==> src/rtl/byte_struct_packer.sv <==
// Packs two bytes into a 15-bit {x, y[13:0]} struct word with a Bool flag.
// Optional macro BSP_PARITY_EN adds a registered parity output.
//
// Ports:
//   clk, rst_n            clock, synchronous active-low reset
//   in_data/valid/ready   byte input handshake
//   out_word/valid/ready  packed word output handshake
//   out_nonzero           |out_word, registered with the word
//   trunc_count           saturating count of discarded byte1[7] == 1
//   out_parity            ^out_word (only with BSP_PARITY_EN)
module byte_struct_packer #(
  parameter int SWAP_LAYOUT = 0,
  parameter int TRUNC_W     = 8
) (
  input  logic               clk,
  input  logic               rst_n,
  input  logic [7:0]         in_data,
  input  logic               in_valid,
  output logic               in_ready,
  output logic [14:0]        out_word,
  output logic               out_nonzero,
  output logic               out_valid,
  input  logic               out_ready,
  output logic [TRUNC_W-1:0] trunc_count
`ifdef BSP_PARITY_EN
  ,
  output logic               out_parity
`endif
);

  typedef enum logic [1:0] {
    EMPTY,
    HALF,
    FULL
  } state_t;

  localparam logic [TRUNC_W-1:0] TRUNC_MAX = '1;
  localparam logic [TRUNC_W-1:0] TRUNC_ONE = TRUNC_W'(1);

  state_t      state;
  logic [7:0]  lo;
  logic        byte_hs;
  logic        word_hs;
  logic [14:0] raw;
  logic [14:0] laid;

  // Ready is forced low while reset is held so nothing
  // is taken during the reset cycle itself.
  always_comb begin
    in_ready = 1'b0;
    if (rst_n) begin
      case (state)
        EMPTY:   in_ready = 1'b1;
        HALF:    in_ready = 1'b1;
        FULL:    in_ready = out_ready;
        default: in_ready = 1'b0;
      endcase
    end
  end

  assign byte_hs = in_valid & in_ready;
  assign word_hs = out_valid & out_ready;

  // Range cast: byte1[7] does not fit in 15 bits.
  assign raw  = {in_data[6:0], lo};
  assign laid = (SWAP_LAYOUT != 0) ? {raw[13:0], raw[14]} : raw;

  always_ff @(posedge clk) begin
    if (!rst_n) begin
      state       <= EMPTY;
      lo          <= '0;
      out_valid   <= 1'b0;
      out_word    <= '0;
      out_nonzero <= 1'b0;
      trunc_count <= '0;
`ifdef BSP_PARITY_EN
      out_parity  <= 1'b0;
`endif
    end else begin
      case (state)
        EMPTY: begin
          if (byte_hs) begin
            lo    <= in_data;
            state <= HALF;
          end
        end
        HALF: begin
          if (byte_hs) begin
            out_word    <= laid;
            out_nonzero <= |laid;
`ifdef BSP_PARITY_EN
            out_parity  <= ^laid;
`endif
            out_valid   <= 1'b1;
            state       <= FULL;
            if (in_data[7] && (trunc_count != TRUNC_MAX))
              trunc_count <= trunc_count + TRUNC_ONE;
          end
        end
        FULL: begin
          if (word_hs) begin
            out_valid <= 1'b0;
            // Drain and refill in the same cycle keeps 1 byte/cycle.
            if (byte_hs) begin
              lo    <= in_data;
              state <= HALF;
            end else begin
              state <= EMPTY;
            end
          end
        end
        default: state <= EMPTY;
      endcase
    end
  end

endmodule

==> config.mk <==
export PLATFORM = sky130hd
export DESIGN_NAME = byte_struct_packer
export DESIGN_NICKNAME = d
export VERILOG_FILES = /design/src/rtl/byte_struct_packer.sv
export SDC_FILE = /design/constraint.sdc
export NUM_CORES = 1
export LEC_CHECK = 0
export BUFFER_PORTS_ARGS = -buffer_cell sky130_fd_sc_hd__buf_2
export CELL_PAD_IN_SITES_DETAIL_PLACEMENT = 0
export CELL_PAD_IN_SITES_GLOBAL_PLACEMENT = 2
export CORE_MARGIN = 2
export CORE_UTILIZATION = 29
export DETAILED_ROUTE_END_ITERATION = 12
export PLACE_DENSITY_LB_ADDON = 0.05
export SYNTH_ARGS = -nofsm -noshare
export SYNTH_HDL_FRONTEND = slang
export SYNTH_SLANG_ARGS = --single-unit
export TNS_END_PERCENT = 30
==> constraint.sdc <==
create_clock -name clk -period 1.85 [get_ports clk]
set_input_delay 0.37 -clock clk [delete_from_list [all_inputs] [get_ports clk]]
set_output_delay 0.37 -clock clk [all_outputs]
set_load 0.01 [all_outputs]
==> results.yml <==
detailed_routing:
  antenna_left: 0
  vias: 1221
  dr.pass1.iters: 3
  drt_wl_total_mm: 3.343
  drt-initial-drc-count: 47
  wl_per_cell_um: 13.27
  viasPerCell: 4.845
  post-route-drc-count: 0
setup_path:
  ff2ff_path_depth: 4
  critPathSlowestCell: "and4b_4"
  endpoint: "trunc_count[4]"
  reg2reg_slack_ns: 0.32
  end_kind: "flip-flop"
  crit_path_max_incr_delay_ns: 0.47
  regToRegEndpoint: "trunc_count[4]"
  reg2reg_from: "state[1]"
  start_kind: "flip-flop"
  crit_chain: "and4b_4 -> o211ai_4 -> or3_1 -> a21oi_1"
  critPathMaxFanout: 13
  arrival_ns: 1.75
  cp-startpoint: "state[1]"
  cp.required_ns: 2.07
  path_class: "reg2reg"
hold_path:
  hold_class: "in2reg"
timing:
  slew_headroom_pct: 74.65
  maxSlewViolCount: 0
  max_freq_mhz: 654.8
  finalSetupViolations: 0
  fin_worst_skew_ns: 0.008037
  rsz0062_at_grt: "no"
  tns_ns: 0
  tightest_slew_ns: 0.3793
  fin_crit_ns: 1.527
  final_hold_viol_count: 0
  finalCritPeriodShare_pct: 82.56
power_and_ir_drop:
  pwr_density_cell_nw_per_um2: 844.2
  peakVddDrop_mv: 0.2619
  leakagePower_uw: 0.0007622
synthesis:
  ys_types: 28
  synthSimpleGateAreaFrac_pct: 21.91
  yosys_warnings: 0
  syn_nets: 171
  synth_area_um2: 1399
  async_flop_share_pct: 0
  synth_seq_cells: 35
  syn_area_per_cell_um2: 8.853
  synth_cells: 158
  synth-adder-area-share_pct: 0.8945
  synth_top_family_by_area: "simple AND/OR/NAND/NOR gates"
  synth_ff_type: "dfxtp_1"
  synthMuxAreaShare_pct: 6.440
  synthXorXnorAreaFrac_pct: 1.252
  ys_seq_area_share_pct: 50.09
  synth_compound_area_share_pct: 15.74
  synth_edf_count: 0
placed_design:
  dp_hpwl_mm: 2.399
  port-buffer-count: 37
  placed_area_um2: 1638
  place.gp.congestion: 0.8278
cells_and_area:
  final_core_util_pct: 36.77
  antenna_cells: 0
  drive_above_1_share_pct: 26.26
  final_area_um2: 1725
  area_delta_synth_final_pct: 23.34
  fin_nets: 211
die:
  die_x_um: 73.45
  core_area_um2: 4692
  start_util_pct: 29.81
  ioPinCount: 38
  die_h_um: 73.45
  die_area_um2: 5395
  rows: 25
global_route:
  antenna_found_initial: 0
  first_global_vias: 1198
  grt_max_degree: 32
  grtUsageTotal_pct: 13.73
  grt_first_pass_wirelength_mm: 5.554
  overflow: 0
run_status:
  outcome: "complete, no violations"
cts:
  ctsResizeCount: 0
  cts_buffer_depth: 2
  postCtsSetupBuffers: 0
  numCtsBuffers: 5
  clock_latency_ns: 0.29
  clk_pin_slew_worst_paths_ns: 0.07
  cts_hold_buffers: 0
  cts_tree: "built"
  cts_max_level: 2
  cts-root-buf: "clkbuf_8"
  clock-sinks: 35
flow_run:
  cap_violations: 0
==> Yosys cell counts, types with 4 or more instances <==
cell type	number	area (µm²)
nand3_1	4	20.02
inv_1	4	15.01
mux2i_1	9	90.09
nor2_1	14	52.55
dfxtp_1	35	700.7
a21oi_1	20	100.1
nand2_1	34	127.6
==> report_power, final <==
part           leakage [µW]  internal [µW]  total, µW  switching [µW]
clock network     0.0000470            292        553             261
registers          0.000283            773        789            15.4
logic              0.000432           47.0        115            67.9
==> placed cells by master, fill, tap and decap left out, types with 2 or more instances in the layout <==
| master | synthesis | final |
|---|---|---|
| nor2_1 | 14 | 14 |
| o211ai_1 | 3 | 3 |
| and4_1 | 3 | 3 |
| xor2_1 | 2 | 2 |
| a21oi_1 | 20 | 20 |
| nor4_1 | 3 | 3 |
| nand2_1 | 34 | 34 |
| inv_1 | 4 | 4 |
| o31ai_1 | 3 | 3 |
| dfxtp_1 | 35 | 35 |
| nand4_1 | 2 | 2 |
| buf_2 | 2 | 37 |
| mux2i_1 | 9 | 9 |
| nor3_1 | 2 | 2 |
| o21ai_0 | 3 | 3 |
| nand3_1 | 4 | 4 |
| buf_4 | 2 | 3 |
| clkbuf_8 | 0 | 6 |
==> worst max-delay path: cells and delay by family, from the launching register on <==
kind	cells	cell delay (ns)
AND/OR/NAND/NOR	2	0.83
flip-flops	1	0.35
AO/OA/AOI/OAI	2	0.28
==> metal layers <==
layer  routed length (µm)  GRT usage (%)  share of wire [%]  up-vias
met5                    0              0                  0        -
met4                   61          6.263                1.8        0
met3                  146          4.801                4.4        6
met2                 1485          21.23                 44       24
met1                 1650          17.09                 49      567
li1                     -              -                  -      624
==> worst min path at each step <==
stage | cells after the start | end | start
2_1_floorplan | 2 | out_word[0] | lo[0]
3_3_place_gp | 2 | out_word[10] | out_word[10]
3_5_place_dp | 2 | out_word[3] | out_word[3]
4_1_cts | 3 | out_word[10] | in_data[2]
5_1_grt | 3 | out_word[11] | in_data[3]
6_report | 3 | lo[4] | in_data[4]
==> logic make-up after synthesis <==
kind of cell,count (synthesis)
multiplexers,9
XOR/XNOR,2
flip-flops,35
AO/OA/AOI/OAI,34
adder cells (fa/ha/maj),1
buffers and inverters,11
AND/OR/NAND/NOR,66
==> flip-flops by register name (all words and copies together), names as in the netlist <==
| signal | count |
|---|---|
| lo | 8 |
| out_nonzero | 1 |
| trunc_count | 8 |
| out_word | 15 |
| out_valid | 1 |
| state | 2 |
==> layout make-up <==
cell class / instances / area [µm²]
clock buffers: 6 / 82.58
clock inverters: 1 / 5.005
fillers: 529 / 2967
inverters: 4 / 15.01
multi-input cells: 112 / 646.9
flip-flops and latches: 35 / 700.7
well taps: 54 / 67.56
repair buffers: 40 / 207.7
==> metrics by stage <==
stage	power, µW	setup WS [ns]	instances	hold WS [ns]
detailed placement	922.6	0.1723	245	0.4444
finish	1457	0.3227	252	0.3484
global route	1539	0.2145	252	0.3558
floorplan	875.1	0.4610	158	0.4442
global placement	920.3	0.2201	245	0.4398
CTS	1488	0.2928	252	0.3385
(Power assumes the default switching activity.)
